### src/rtl/find_max_responder.sv
// find_max_responder: responder end of the find_max channel pair.
// Accepts COUNT words on the x stream, tracks their running maximum and
// returns it on the return stream, holding it until the initiator takes it.
// Optional build macro FIND_MAX_SIGNED_EN selects two's-complement signed
// comparison; without it the comparison is unsigned.
module find_max_responder #(
   parameter int unsigned DATA_W = 32,
   parameter int unsigned COUNT  = 8
) (
   input  logic              clk,
   input  logic              rst,
   output logic              x_in_busy,
   input  logic              x_in_vld,
   input  logic [DATA_W-1:0] x_in_data,
   input  logic              return_out_busy,
   output logic              return_out_vld,
   output logic [DATA_W-1:0] return_out_data
);

   localparam int unsigned CNT_W = $clog2(COUNT + 1);
   localparam logic [CNT_W-1:0] CNT_LAST = CNT_W'(COUNT - 1);

   typedef enum logic {
      ACCUM = 1'b0,
      SEND  = 1'b1
   } state_t;

   state_t            state;
   logic [CNT_W-1:0]  cnt;
   logic [DATA_W-1:0] max_r;

   logic              x_acc_c;
   logic              x_gt_c;
   logic [DATA_W-1:0] next_max_c;

   // A word transfers when valid meets a not-busy responder in ACCUM.
   assign x_acc_c = x_in_vld & ~x_in_busy & (state == ACCUM);

   // Running-max candidate; ties keep the stored value.
   always_comb begin
      x_gt_c     = 1'b0;
      next_max_c = max_r;
`ifdef FIND_MAX_SIGNED_EN
      x_gt_c = $signed(x_in_data) > $signed(max_r);
`else
      x_gt_c = x_in_data > max_r;
`endif
      if (cnt == '0) begin
         next_max_c = x_in_data;
      end else if (x_gt_c) begin
         next_max_c = x_in_data;
      end
   end

   // Block FSM: accumulate COUNT words, then hold the result until taken.
   always_ff @(posedge clk) begin
      if (rst) begin
         state           <= ACCUM;
         cnt             <= '0;
         max_r           <= '0;
         x_in_busy       <= 1'b1;
         return_out_vld  <= 1'b0;
         return_out_data <= '0;
      end else begin
         case (state)
            ACCUM: begin
               x_in_busy      <= 1'b0;
               return_out_vld <= 1'b0;
               if (x_acc_c) begin
                  max_r <= next_max_c;
                  if (cnt == CNT_LAST) begin
                     state           <= SEND;
                     cnt             <= '0;
                     return_out_data <= next_max_c;
                     return_out_vld  <= 1'b1;
                     x_in_busy       <= 1'b1;
                  end else begin
                     cnt <= cnt + CNT_W'(1);
                  end
               end
            end
            SEND: begin
               if (!return_out_busy) begin
                  state          <= ACCUM;
                  return_out_vld <= 1'b0;
                  x_in_busy      <= 1'b0;
               end
            end
            default: begin
               state <= ACCUM;
            end
         endcase
      end
   end

endmodule

### config.mk
export PLATFORM = sky130hd
export DESIGN_NAME = find_max_responder
export DESIGN_NICKNAME = d
export VERILOG_FILES = /design/src/rtl/find_max_responder.sv
export SDC_FILE = /design/constraint.sdc
export NUM_CORES = 1
export LEC_CHECK = 0
export BUFFER_PORTS_ARGS = -buffer_cell sky130_fd_sc_hd__buf_2
export CORE_MARGIN = 3
export CORE_UTILIZATION = 40
export DETAILED_ROUTE_END_ITERATION = 12
export SYNTH_ARGS = -nofsm -noshare
export SYNTH_HDL_FRONTEND = slang
export SYNTH_SLANG_ARGS = --single-unit
### constraint.sdc
create_clock -name clk -period 5.99 [get_ports clk]
set_clock_uncertainty 0.05 [all_clocks]
set_input_delay 1.198 -clock clk [delete_from_list [all_inputs] [get_ports clk]]
set_output_delay 1.198 -clock clk [all_outputs]
set_load 0.05 [all_outputs]
* After elaboration in Yosys (flattened, before gate mapping) *
Index checks and enable logic that the tools add are counted.

cells by class
  $add $sub $neg = 1
  $lt $le $gt $ge = 1
  equal/unequal tests = 2
  mux-type cells = 9
  bitwise logic cells = 4
  reductions and logical operators = 3

operators with widths
  cell                                                             count
  32-bit two-way mux                                               2
  32-bit greater-than comparator                                   1
  4-bit by 1-bit adder with 4-bit output, second input constant    1
  4-bit by 3-bit == test with 1-bit output, second input constant  1
  4-bit logical NOT                                                1
  1-bit two-way mux                                                4
  4-bit two-way mux                                                1
  1-bit case mux with 2 select lines                               2
  3-bit AND reduction                                              1
  1-bit bitwise AND                                                2
  2-bit != test, second input constant                             1
  1-bit NOT                                                        2
  2-bit AND reduction                                              1

word-level totals
  bits in registers = 71
  input bits = 36
  output and inout bits = 34
  word-level logic and storage cells = 26

* Longest topological paths before layout *
  depth after elaboration = 5
  depth in mapped cells = 11

* Least setup slack after synthesis *
Ideal clock, no wire load.

  path kind = input-to-reg
  start = input port x_in_data[17]
  end = register max_r[0]
  library setup time = 0.120 ns
  arrival time = 3.108 ns
  data required time = 5.820 ns
  path slack = 2.712 ns
  cell stages on the path = 10
  buffers on the path = 2
  path through = ha_1 a21o_1 a221o_1 a221oi_1 o211ai_1 a22oi_4 nor2b_1 buf_2 buf_6 mux2i_1

between the ends
  cells in the longest elaborated chain, start to end = 3

ends and longest elaborated chain
  element                         RTL line  text
  from (decl)                     14        input logic [DATA_W-1:0] x_in_data,
  32-bit greater-than comparator  46        x_gt_c = x_in_data > max_r;
  32-bit two-way mux              50        end else if (x_gt_c) begin
  32-bit two-way mux              48        if (cnt == '0) begin
  to (signal assigned)            70        max_r <= next_max_c;
  to (decl)                       30        logic [DATA_W-1:0] max_r;

Every way passes these cells.
A chain may end at the register's enable or synchronous reset.

* Worst setup path in the final report *
  start = input port x_in_data[14]
  end = register max_r[3]

Same word-level chain as after synthesis.

==> run_results.csv <==
group,metric,value,unit
clocking,cts.sinks,71,
setup_path,crit_chain,"buf_2 > ha_1 > nand4_1 > nor3_1 > a21boi_0 > or4b_1 > a22oi_4 > nor2b_4 > buf_4 > mux2i_1",
setup_path,critical_path_class,"in -> reg",
timing,hold_viol,0,
global_route,grt_use_met2,23.13,%
placed_design,place_congestion,0.7496,
layout,layout_common_cells,"dfxtp_1 (71), buf_2 (69), nand2b_1 (64), mux2i_1 (64), nor2_1 (40)",
route,drt_pre_antenna_iters,4,
floorplanning,start_util,42.01,%
timing,period_needed,3781,ps
synth,ys_types,35,
route,via_per_inst,4.855,
layout,layout_commonest_cell,"dfxtp_1",
global_route,grt_pass1_vias,2951,
synth,synth_edf_count,0,
timing,slew_viol_final,0,
global_route,use_met1,20.90,%
setup_path,path_delay_family,"simple AND/OR/NAND/NOR gates",
route,vias,3005,
synth,synthesis.nets,496,
floorplanning,core_area,9415,um^2
global_route,grt_busiest_layer,"met2",
timing,fin_crit_sh,63.11,%
synth,yosys_register_bits,71,
synth,syn-instance-count,426,
route,wl,8.178,mm
setup_path,slowest_stage,"nor2b_4",
placed_design,dp.final_hpwl,5.792,mm
route,ant_nets,0,
setup_path,worst-path-buf-inv,2,
layout,area_growth,15.25,%
floorplanning,die_x,105.4,um
route,wl_per_cell,13.21,um
timing,setup_viol,0,
global_route,gr-usage-all-layers,15.21,%
floorplanning,die_height,105.4,um
timing,relSlewSlack,36.61,%
clocking,cts-hold-fix-buffers,0,
setup_path,slowest_delay,640,ps
setup_path,end_kind,"register",
clocking,cts.path.max_buffers,2,
global_route,grt-ovfl-total,0,
clocking,h-tree-depth,3,
floorplanning,ios,70,
clocking,ctsResizeCount,0,
clocking,path_clk_slew,70,ps
setup_path,required,6200,ps
timing,tightest_slew,949.8,ps
synth,syn_area_per_cell,9.284,um^2
power,p_per_area,224.0,nW/um^2
synth,ys.flop_type,"dfxtp_1",
placed_design,placedInstanceArea,4363,um^2
clocking,cts_tree,"done",
setup_path,worstPathArrival,3990,ps
worst_hold_path,hold_class,"reg -> reg",
flow_run,cap_violations,0,
status,status,"finished, final reports clean",
power,total_leakage_power,1.770,nW
clocking,cts_root_buf,"clkbuf_8",
layout,layout-drive-gt1-share,18.98,%
layout,antenna_cells,0,
clocking,cts_made_buffers,9,
synth,ys_seq_area_share,35.94,%
placed_design,dp_cells,603,
layout,fin_nets,555,
clocking,postCtsSetupBuffers,0,
timing,grt_setup_unrepaired,"false",
route,drtIter0Drc,130,
layout,final_cell_count_no_fill,619,
layout,postLayoutCellArea,4558,um^2
timing,timing.fmax,0.2645,GHz
global_route,grt_first_pass_wirelength,13.89,mm
global_route,antenna_found_initial,0,
floorplanning,die_area,11120,um^2
route,drc,0,
synth,yosys_warnings,0,
global_route,grt_max_degree,104,
synth,async_reset_ff_share,0,%
timing,tns,0,ps
timing,timing.final.ws_setup,2210,ps
clocking,clock_latency,340,ps
global_route,gr-usage-met3,3.368,%
placed_design,io_buffers,69,
setup_path,cp-start-kind,"input pin",
power,vdd_drop_max,0.1059,mV
synth,syn_area,3955,um^2
setup_path,crit_path_max_fanout,21,
floorplanning,rows,35,
placed_design,dp_slack,1800,ps
[cell type report]
class / count / area [um^2]
clock inverters: 2 / 12.51
fillers: 933 / 4857
repair buffers: 73 / 375.4
well taps: 129 / 161.4
flip-flops and latches: 71 / 1421
multi-input cells: 296 / 2277
clock buffers: 14 / 182.7
inverters: 34 / 127.6
[flip-flops by register name (all words and copies together) (netlist names)]
register and cells:
max_r 32, return_out_data 32, cnt 4, return_out_vld 1
state 1, x_in_busy 1
[report_power, final]
group / total (W) / leakage (nW) / internal (W) / switching, W
clock: 0.000377 / 0.0987 / 0.000196 / 0.000181
sequential: 0.000496 / 0.576 / 0.000485 / 0.0000106
combinational: 0.000148 / 1.09 / 0.0000694 / 0.0000788
total: 0.00102 / 1.77 / 0.000750 / 0.000271
[cell families after synthesis]
logic type,share of synthesized area [%]
AO/OA/AOI/OAI,11.20
XOR/XNOR,0.4430
adder cells (fa/ha/maj),10.76
buffers and inverters,6.833
flip-flops,35.94
multiplexers,16.20
AND/OR/NAND/NOR,18.63
[stage by stage]
step / hold slack [ps] / power, W / utilization (%)
floorplan: 411.3 / 0.0006146 / -
detailed placement: 433.3 / 0.0006561 / 46.34
CTS: 444.4 / 0.001035 / 48.41
global placement: 422.6 / 0.0006532 / 46.34
finish: 442.5 / 0.001021 / 48.41
global route: 467.6 / 0.001080 / 48.41
[cell usage after synthesis (2+ instances only)]
library cell	number	share of area (%)
nor3b_1	2	0.38
inv_1	34	3.2
a21oi_1	15	1.9
nand3_1	3	0.38
mux2i_1	64	16
dfxtp_1	71	36
o211ai_1	2	0.38
a211oi_1	33	6.3
nand2b_1	64	10
nand4_1	8	1.3
a21o_1	3	0.57
ha_1	34	11
nor2b_1	2	0.32
nand2_1	8	0.76
clkbuf_1	16	1.5
buf_2	3	0.38
buf_6	6	1.7
nor3_1	2	0.25
nor2_1	40	3.8
[worst reg2reg max path, stage by stage, from the launching register on]
cell      delay [ps]
dfxtp_1          360
inv_1             50
ha_1             300
nand4_1          170
nor3_1           420
a21boi_0         250
or4b_1           200
a22oi_4          100
nor2b_4          640
buf_4            380
mux2i_1          210
[routing by layer]
metal | up-vias | wire (um)
met2 | 52 | 3567
met1 | 1344 | 4143
met3 | 10 | 354
met5 | - | 0
li1 | 1599 | -
met4 | 0 | 112
[final timing paths]
kind | from | to | slack (ps) | cells past startpoint
worst max-delay path | x_in_data[14] | max_r[3]$_SDFFE_PP0P_ | 2210 | 10
worst min-delay path | max_r[1]$_SDFFE_PP0P_ | max_r[1]$_SDFFE_PP0P_ | 440 | 2
worst max register to register | max_r[14]$_SDFFE_PP0P_ | max_r[3]$_SDFFE_PP0P_ | 2800 | 10
worst min register to register | max_r[1]$_SDFFE_PP0P_ | max_r[1]$_SDFFE_PP0P_ | 440 | 2
Power figures use the tool's default switching activity.
